<file path="config.mk">
export PLATFORM = sky130hd
export DESIGN_NAME = lsu_mem_initiator
export DESIGN_NICKNAME = d
export VERILOG_FILES = /design/src/rtl/lsu_mem_initiator_pkg.sv /design/src/rtl/lsu_align.sv /design/src/rtl/lsu_mem_initiator.sv
export SDC_FILE = /design/constraint.sdc
export NUM_CORES = 1
export LEC_CHECK = 0
export BUFFER_PORTS_ARGS = -buffer_cell sky130_fd_sc_hd__buf_4
export CAP_MARGIN = 20
export CELL_PAD_IN_SITES_DETAIL_PLACEMENT = 1
export CELL_PAD_IN_SITES_GLOBAL_PLACEMENT = 2
export CORE_MARGIN = 2
export CORE_UTILIZATION = 26
export CTS_CLUSTER_SIZE = 16
export DETAILED_ROUTE_END_ITERATION = 12
export MAX_ROUTING_LAYER = met4
export PLACE_DENSITY = 0.81
export SETUP_SLACK_MARGIN = 0.15
export SLEW_MARGIN = 25
export SYNTH_ARGS = -nofsm -noshare
export SYNTH_HDL_FRONTEND = slang
export SYNTH_SLANG_ARGS = --single-unit
</file>
<file path="constraint.sdc">
create_clock -name clk2 -period 1.7 [get_ports clk2]
set_input_delay 0.255 -clock clk2 [delete_from_list [all_inputs] [get_ports clk2]]
set_output_delay 0.255 -clock clk2 [all_outputs]
set_load 0.01 [all_outputs]
</file>
<file path="src/rtl/lsu_mem_initiator_pkg.sv">
// lsu_mem_initiator_pkg: funct3 codes, FSM encoding and the registered request shared by the LSU files
package lsu_mem_initiator_pkg;
  localparam logic [2:0] F3_B = 3'b000, F3_H = 3'b001, F3_W = 3'b010, F3_BU = 3'b100, F3_HU = 3'b101;
  localparam logic [2:0] S_IDLE = 3'd0, S_LOAD = 3'd1, S_RMW_RD = 3'd2, S_WRITE = 3'd3, S_RESP = 3'd4;
  typedef struct packed {
    logic [2:0]  funct3;
    logic [1:0]  addr_lo;
    logic [31:0] wdata;
  } req_t;
  function automatic logic [4:0] byte_lane(input logic [1:0] a);
    return {a, 3'b000};
  endfunction
endpackage

</file>
<file path="src/rtl/lsu_align.sv">
// lsu_align: request legality check, load lane extract/extend and sub-word store merge
module lsu_align
  import lsu_mem_initiator_pkg::*;
(
  input  logic        i_req_we,
  input  logic [2:0]  i_req_funct3,
  input  logic [1:0]  i_req_addr_lo,
  input  logic [2:0]  i_funct3,
  input  logic [1:0]  i_addr_lo,
  input  logic [31:0] i_rdata,
  input  logic [31:0] i_wdata,
  input  logic [31:0] i_old,
  output logic        o_bad,
  output logic [31:0] o_ldata,
  output logic [31:0] o_merged
);
  logic        w_illegal, w_misal;
  logic [31:0] w_shift_r, w_mask;
  logic [15:0] w_half;
  logic [7:0]  w_byte;
  always_comb begin
    w_illegal = i_req_we ? (i_req_funct3 > F3_W) : (i_req_funct3 == 3'b011 || i_req_funct3[2:1] == 2'b11);
    w_misal   = (i_req_funct3[1:0] == 2'b01 && i_req_addr_lo[0]) ||
                (i_req_funct3[1:0] == 2'b10 && i_req_addr_lo != 2'b00);
    o_bad     = w_illegal | w_misal;
    // halves are always 2-byte aligned here, so the byte shift also selects the half lane
    w_shift_r = i_rdata >> byte_lane(i_addr_lo);
    w_byte    = w_shift_r[7:0];
    w_half    = w_shift_r[15:0];
    o_ldata   = i_funct3 == F3_B  ? {{24{w_byte[7]}}, w_byte} :
                i_funct3 == F3_H  ? {{16{w_half[15]}}, w_half} :
                i_funct3 == F3_BU ? {24'h0, w_byte} :
                i_funct3 == F3_HU ? {16'h0, w_half} : i_rdata;
    w_mask    = (i_funct3[1:0] == 2'b00 ? 32'h0000_00FF :
                 i_funct3[1:0] == 2'b01 ? 32'h0000_FFFF : 32'hFFFF_FFFF) << byte_lane(i_addr_lo);
    o_merged  = (i_old & ~w_mask) | ((i_wdata << byte_lane(i_addr_lo)) & w_mask);
  end
endmodule

</file>
<file path="src/rtl/lsu_mem_initiator.sv">
// lsu_mem_initiator: RV32I load/store FSM driving a word-addressed memory with read-modify-write for sub-word stores
module lsu_mem_initiator
  import lsu_mem_initiator_pkg::*;
#(
  parameter int MEM_WORDS = 1024
) (
  input  logic        clk2,
  input  logic        rst,
  input  logic        req_valid,
  output logic        req_ready,
  input  logic        req_we,
  input  logic [2:0]  req_funct3,
  input  logic [31:0] req_addr,
  input  logic [31:0] req_wdata,
  output logic        resp_valid,
  output logic [31:0] resp_rdata,
  output logic        resp_err,
  output logic        en_w,
  output logic [31:0] data_mem_addr,
  output logic [31:0] data_mem_write,
  input  logic [31:0] data_mem_read
);
  logic [2:0]  r_state, w_next, w_acc_next;
  req_t        r_req;
  logic [31:0] r_old, r_rdata, r_mem_addr, w_widx, w_ldata, w_merged;
  logic        r_err, w_bad, w_err, w_accept;
  lsu_align u_align (
    .i_req_we      (req_we),
    .i_req_funct3  (req_funct3),
    .i_req_addr_lo (req_addr[1:0]),
    .i_funct3      (r_req.funct3),
    .i_addr_lo     (r_req.addr_lo),
    .i_rdata       (data_mem_read),
    .i_wdata       (r_req.wdata),
    .i_old         (r_old),
    .o_bad         (w_bad),
    .o_ldata       (w_ldata),
    .o_merged      (w_merged)
  );
  always_comb begin
    req_ready  = r_state == S_IDLE || r_state == S_RESP;
    w_accept   = req_valid & req_ready;
    w_widx     = {2'b00, req_addr[31:2]};
    w_err      = w_bad | (w_widx >= 32'(MEM_WORDS));
    w_acc_next = w_err ? S_RESP : !req_we ? S_LOAD : req_funct3 == F3_W ? S_WRITE : S_RMW_RD;
    w_next     = w_accept ? w_acc_next :
                 r_state == S_LOAD   ? S_RESP :
                 r_state == S_RMW_RD ? S_WRITE :
                 r_state == S_WRITE  ? S_RESP : S_IDLE;
  end
  always_ff @(posedge clk2) begin
    if (rst) begin
      r_state    <= S_IDLE;
      r_req      <= '0;
      r_old      <= '0;
      r_rdata    <= '0;
      r_err      <= 1'b0;
      r_mem_addr <= '0;
    end else begin
      if (w_accept) begin
        r_req   <= '{funct3: req_funct3, addr_lo: req_addr[1:0], wdata: req_wdata};
        r_err   <= w_err;
        r_rdata <= '0;
        if (!w_err) r_mem_addr <= w_widx;
      end
      if (r_state == S_LOAD) r_rdata <= w_ldata;
      if (r_state == S_RMW_RD) r_old <= data_mem_read;
      r_state <= w_next;
    end
  end
  assign resp_valid     = r_state == S_RESP;
  assign resp_rdata     = r_rdata;
  assign resp_err       = resp_valid & r_err;
  assign en_w           = r_state == S_WRITE && !rst;
  assign data_mem_addr  = r_mem_addr;
  assign data_mem_write = r_state == S_WRITE ? w_merged : '0;
endmodule
</file>
==> metrics.yaml, run 1 <==
global_routing:
  grt_pass1_vias: 6979
  antenna_found_initial: 0
  grtUsageTotal: 0.2060
  grt_overflow: 0
  grt_max_degree: 64
  grt_pass1_wl_mm: 39.41
status:
  violations: "setup timing"
  status: "finished, violations left"
synthesis:
  synth_top_area_frac: 0.4314
  yosys.area.top_type: "dfxtp_1"
  postSynthAreaPerCell_sq_um: 8.084
  seq_area_frac_synth: 0.4314
  synthCells: 775
  synthDistinctLibCells: 46
  yosysMostFrequentCell: "nand2_1"
  async_flop_share: 0
  yosysWarnings: 0
  synth_edf_count: 0
  synth_flop_cell: "dfxtp_1"
  synth_common_cells: "nand2_1 (173), dfxtp_1 (135), a21oi_1 (113)"
  synth.area.top_cells: "dfxtp_1 (43%), nand2_1 (10%), a21oi_1 (9.0%)"
  ys_ff_latch: 135
  syn_area_sq_um: 6265
route:
  drc: 0
  drt-total-wl_mm: 25.85
  wire_per_inst_um: 19.30
  drtIter0Drc: 282
  dr.pass1.iters: 5
  routed_via_density: 4.932
  ant_nets: 0
  routed-via-count: 6604
clock_network:
  clk_latency_ps: 430
  ctsHtreeMaxLevel: 4
  cts_sinks: 135
  ctsHoldBuffers: 0
  clock_path_buffers: 2
  cts_tree: "done"
  ctsRootBufferMaster: "clkbuf_16"
  cts-buffers-inserted: 17
  path_clk_slew_ps: 60
layout:
  layout.nets: 1110
  utilization: 0.4243
  diodes: 0
  design_area_sq_um: 9990
  nFillCells: 2731
  drive_above_1_share: 0.4020
  area_delta_synth_final_pct: 59.46
  fin_cells: 1339
placement:
  dp.cells: 1281
  io_buffers: 200
  gp_congestion: 0.7758
  placed_area_sq_um: 8521
  hpwl_mm: 17.97
power_and_ir_drop:
  switchingPower_mw: 2.124
  power_frac_seq: 0.407
  ir_worst_vdd_mv: 0.6498
  comb_power_share: 0.138
  power_density_nw_per_um2: 806.6
  intPower_mw: 5.933
  swShare: 0.2637
  power.leakage_nw: 3.930
  pwr-share-clk: 0.455
floorplanning:
  io_pins: 203
  fp.dieH_um: 159.2
  start_util: 0.2661
  fp.dieArea_sq_um: 25350
  core-area_sq_um: 23540
  num_rows: 56
  die_x_um: 159.2
worst_setup_path:
  worstPathRequired_ps: 1440
  path_class: "register to primary output"
  setup.worst_path.end_class: "primary output"
  worstPathArrival_ps: 1850
  cp_max_fo: 8
  cp-start-kind: "register"
sta:
  setup_violations: 56
  finClkSkew_ps: 10.63
  slew_violations: 0
  timing.fmax_mhz: 474.3
  tightestPinTransition_ps: 1201
  hold_viol_final: 0
  rsz0062_at_grt: "yes"
  finalCritPeriodShare: 1.240
  holdWs_ps: 78.55
  max-slew-margin-rel: 0.1993
  finalSetupTns_ps: -11290
  min_period_ps: 2108
  setup_ws_ps: -408.3
run:
  cap_violations: 0
min_path:
  hold_class: "input port to register"
[sequential cells by signal (all words and copies together) (netlist names)]
| register | count |
|---|---|
| r_req | 37 |
| r_old | 32 |
| resp_rdata | 32 |
| data_mem_addr | 30 |
| r_state | 3 |
| r_err | 1 |
[metal layers]
metal / share of wire / GRT usage / wire length, um
met1: 0.44 / 0.2492 / 11360
met2: 0.48 / 0.3306 / 12420
met3: 0.067 / 0.06773 / 1742
met4: 0.012 / 0.05331 / 317
met5: 0 / - / 0
[final timing paths]
path	start	slack, ps	depth (start not counted)	endpoint
hold / removal	req_wdata[28]	80	3	r_req[28]$_SDFFE_PP0P_
setup reg to reg	r_req[32]$_SDFFE_PP0P_	-130	5	resp_rdata[15]$_SDFFE_PP0P_
setup / recovery	r_req[32]$_SDFFE_PP0P_	-410	6	data_mem_write[29]
hold reg to reg	r_old[14]$_SDFFE_PP0N_	460	2	r_old[14]$_SDFFE_PP0N_
[placed cells by master, fill, tap and decap left out, drive strengths merged]
master    Yosys  layout
a21boi        1       1
nor4          5       5
o221a         8       8
a31oi         1       1
mux4          1       1
and3b         1       1
o31a          1       1
dfxtp       135     135
a21oi       113     113
mux2i        51      51
o211ai        7       7
o41ai         2       2
and4          2       2
a22oi        16      16
o21bai        1       1
o21a          2       2
nand3b        2       2
buf          30     275
a211oi        9       9
nand2b        2       2
o22ai         7       7
nand2       173     173
nor2         39      39
bufinv        0       2
nand4        13      13
o31ai        18      18
o21ai        26      26
or3b          1       1
clkbuf       37      23
o2bb2ai       1       1
clkinv        0       9
nor3b         5       5
and3          1       1
nor3         12      12
and2         21      21
o22a          7       7
clkinvlp      0       2
conb          1       2
nor2b        16      16
inv           7       7
[cell families after synthesis]
kind of cell / after synthesis / share of synthesized area
mux: 52 / 0.08708
other cells: 1 / 0.0005986
buf+inv: 74 / 0.05233
flops: 135 / 0.4314
compound gates: 220 / 0.2165
simple gates: 293 / 0.2121
[power groups by stage]
stage | registers [mW] | logic [mW] | clock network (mW)
after floorplan | 3.31 | 0.494 | 0
after global placement | 3.35 | 0.963 | 0
after detailed placement | 3.35 | 0.973 | 0
after CTS | 3.27 | 1.07 | 3.73
after global routing | 3.28 | 1.20 | 3.90
final | 3.28 | 1.12 | 3.67
[worst max-delay path: stages (launching register included)]
cell     delay (ps)
dfxtp_4         420
buf_12          160
mux2i_1         330
mux2i_1         120
mux2i_1         190
nor2_1           60
buf_4           140
[what timing repair did]
item                                    in CTS  in global routing
pin swaps                                   13                 29
endpoints found under the setup margin      73                121
cloned                                       5                  5
resized for setup                           75                 65
buffers inserted                            14                  2
[through the flow]
stage	worst slack (ps)	total power, mW
floorplan	107.1	3.809
global placement	-61.50	4.309
detailed placement	-127.7	4.320
CTS	-403.8	8.071
global route	-505.3	8.378
finish	-408.3	8.057
[area by class of cell]
| cell class | instances | area [sq um] | share of cell area |
|---|---|---|---|
| Clock inverter | 13 | 131.4 | 0.01315 |
| Tap cell | 319 | 399.1 | 0.03995 |
| Multi-Input combinational cell | 567 | 3726 | 0.3730 |
| Inverter | 7 | 26.28 | 0.002630 |
| Sequential cell | 135 | 2719 | 0.2722 |
| Timing Repair Buffer | 279 | 2545 | 0.2548 |
| Clock buffer | 19 | 442.9 | 0.04434 |
Power figures use the tool's default switching activity.
==> run 2, diff against run 1 <==
- PLACE_DENSITY: 0.81 -> 0.77
==> metrics.yaml, run 2 (synthesized netlist as in run 1, its figures left out) <==
sta:
  hold_viol_final: 0
  max-slew-margin-rel: 0.3384
  slew_violations: 0
  rsz0062_at_grt: "yes"
  timing.fmax_mhz: 473.3
  setup_violations: 60
  tightestPinTransition_ps: 992.4
  min_period_ps: 2113
  setup_ws_ps: -412.6
  finalCritPeriodShare: 1.243
  finalSetupTns_ps: -11720
  finClkSkew_ps: 7.555
power_and_ir_drop:
  power_density_nw_per_um2: 839.6
  power.leakage_nw: 3.954
  ir_worst_vdd_mv: 0.6671
route:
  drt-total-wl_mm: 26.77
  drc: 0
  ant_nets: 0
  drtIter0Drc: 316
  dr.pass1.iters: 4
  wire_per_inst_um: 19.96
  routed_via_density: 4.969
  routed-via-count: 6664
global_routing:
  grt_pass1_vias: 6789
  grt_overflow: 0
  grt_max_degree: 47
  antenna_found_initial: 0
  grtUsageTotal: 0.2024
  grt_pass1_wl_mm: 39.12
clock_network:
  ctsHtreeMaxLevel: 4
  cts_tree: "done"
  cts-buffers-inserted: 17
  ctsHoldBuffers: 0
  clk_latency_ps: 430
  path_clk_slew_ps: 60
  clock_path_buffers: 2
  cts_sinks: 135
  ctsRootBufferMaster: "clkbuf_16"
min_path:
  hold_path_end: "r_req[30]$_SDFFE_PP0P_"
  worstHoldStart: "req_wdata[30]"
  hold_class: "input port to register"
  holdPathStages: 3
worst_setup_path:
  r2r-start: "r_req[32]$_SDFFE_PP0P_"
  path_class: "register to primary output"
  setup.worst_path.start: "r_req[32]$_SDFFE_PP0P_"
  worstPathRequired_ps: 1440
  reg2reg_depth: 5
  cp-start-kind: "register"
  rr_endpoint: "resp_rdata[14]$_SDFFE_PP0P_"
  setup.worst_path.end_class: "primary output"
  rrSetupSlack_ps: -90
  cp_max_fo: 8
  worstPathArrival_ps: 1860
layout:
  largest_reg_flops: 37
  layout.nets: 1112
  fin_cells: 1341
  mostFrequentLayoutCells: "buf_4 (229), nand2_1 (168), dfxtp_1 (129)"
  drive_above_1_share: 0.4070
  area_delta_synth_final_pct: 61.09
  design_area_sq_um: 10090
  largest_register: "r_req"
  diodes: 0
  layout_commonest_cell: "buf_4"
floorplanning:
  core-area_sq_um: 23540
  fp.dieH_um: 159.2
  die_x_um: 159.2
  num_rows: 56
  start_util: 0.2661
  fp.dieArea_sq_um: 25350
  io_pins: 203
placement:
  io_buffers: 200
  gp_congestion: 0.8311
  placed_area_sq_um: 8503
  hpwl_mm: 18.02
  dp.cells: 1282
status:
  violations: "setup timing"
  status: "finished, violations left"
run:
  cap_violations: 0
-- run 2: cell types whose count changed in the layout (fill, tap and decap cells not counted), sizes merged --
cell	previous run	this run
clkbuf	23	22
bufinv	2	4
clkinv	9	5
buf	275	277
inv	7	10
-- run 2: per-stage QoR --
| step | worst slack [ps] | hold slack, ps | power, mW | utilization |
|---|---|---|---|---|
| after detailed placement | -133.3 | 446.2 | 4.308 | 0.3612 |
| after global routing | -472.5 | 69.91 | 8.775 | 0.4287 |
| after CTS | -385.2 | 56.47 | 8.425 | 0.4044 |
| after floorplan | 107.1 | 383.5 | 3.809 | - |
| final | -412.6 | 74.01 | 8.473 | 0.4287 |
| after global placement | -122.8 | 442.6 | 4.299 | 0.3612 |
-- run 2: per-layer routing --
layer	GRT usage	wire length [um]	part of all wire	vias up
li1	-	-	-	3187
met1	0.2526	11550	0.43	3253
met2	0.3273	13240	0.49	200
met3	0.05236	1616	0.060	24
met4	0.05000	359	0.013	0
met5	-	0	0	-
-- run 2: worst max-delay path, stage by stage, from the launching register on --
cell,delay (ps)
dfxtp_4,450
clkbuf_16,210
mux2i_1,110
o221a_4,310
nor3_4,220
buf_6,140
-- run 2: worst max-delay path by stage --
stage,to,slack (ps),cells after the start
after detailed placement,data_mem_write[28],-130,6
after global placement,data_mem_write[27],-120,6
after floorplan,resp_rdata[15]$_SDFFE_PP0P_,110,4
after global routing,data_mem_write[20],-470,5
final,data_mem_write[20],-410,5
after CTS,data_mem_write[24],-390,6
-- run 2: where the power goes --
part	total (mW)	switching, mW	internal [mW]
Clock	4.04	1.53	2.51
Sequential	3.29	0.0807	3.21
Combinational	1.14	0.596	0.547
Total	8.47	2.21	6.27
-- run 2: cell type report --
cell class                 instances  area, sq um
clock inverter                    14        197.7
tap                              319        399.1
multi-input combinational        567         3799
timing repair buffer             281         2509
fill                            2762        13450
clock buffer                      18        439.2
sequential                       135         2723
inverter                           7        26.28
-- run 2: what timing repair did --
action	4_1_cts	5_1_grt
setup buffers	9	9
cloned	3	6
pin swaps	3	32
setup endpoints to repair	70	96
gates resized for setup	63	93
endpoints found under the hold margin	0	0
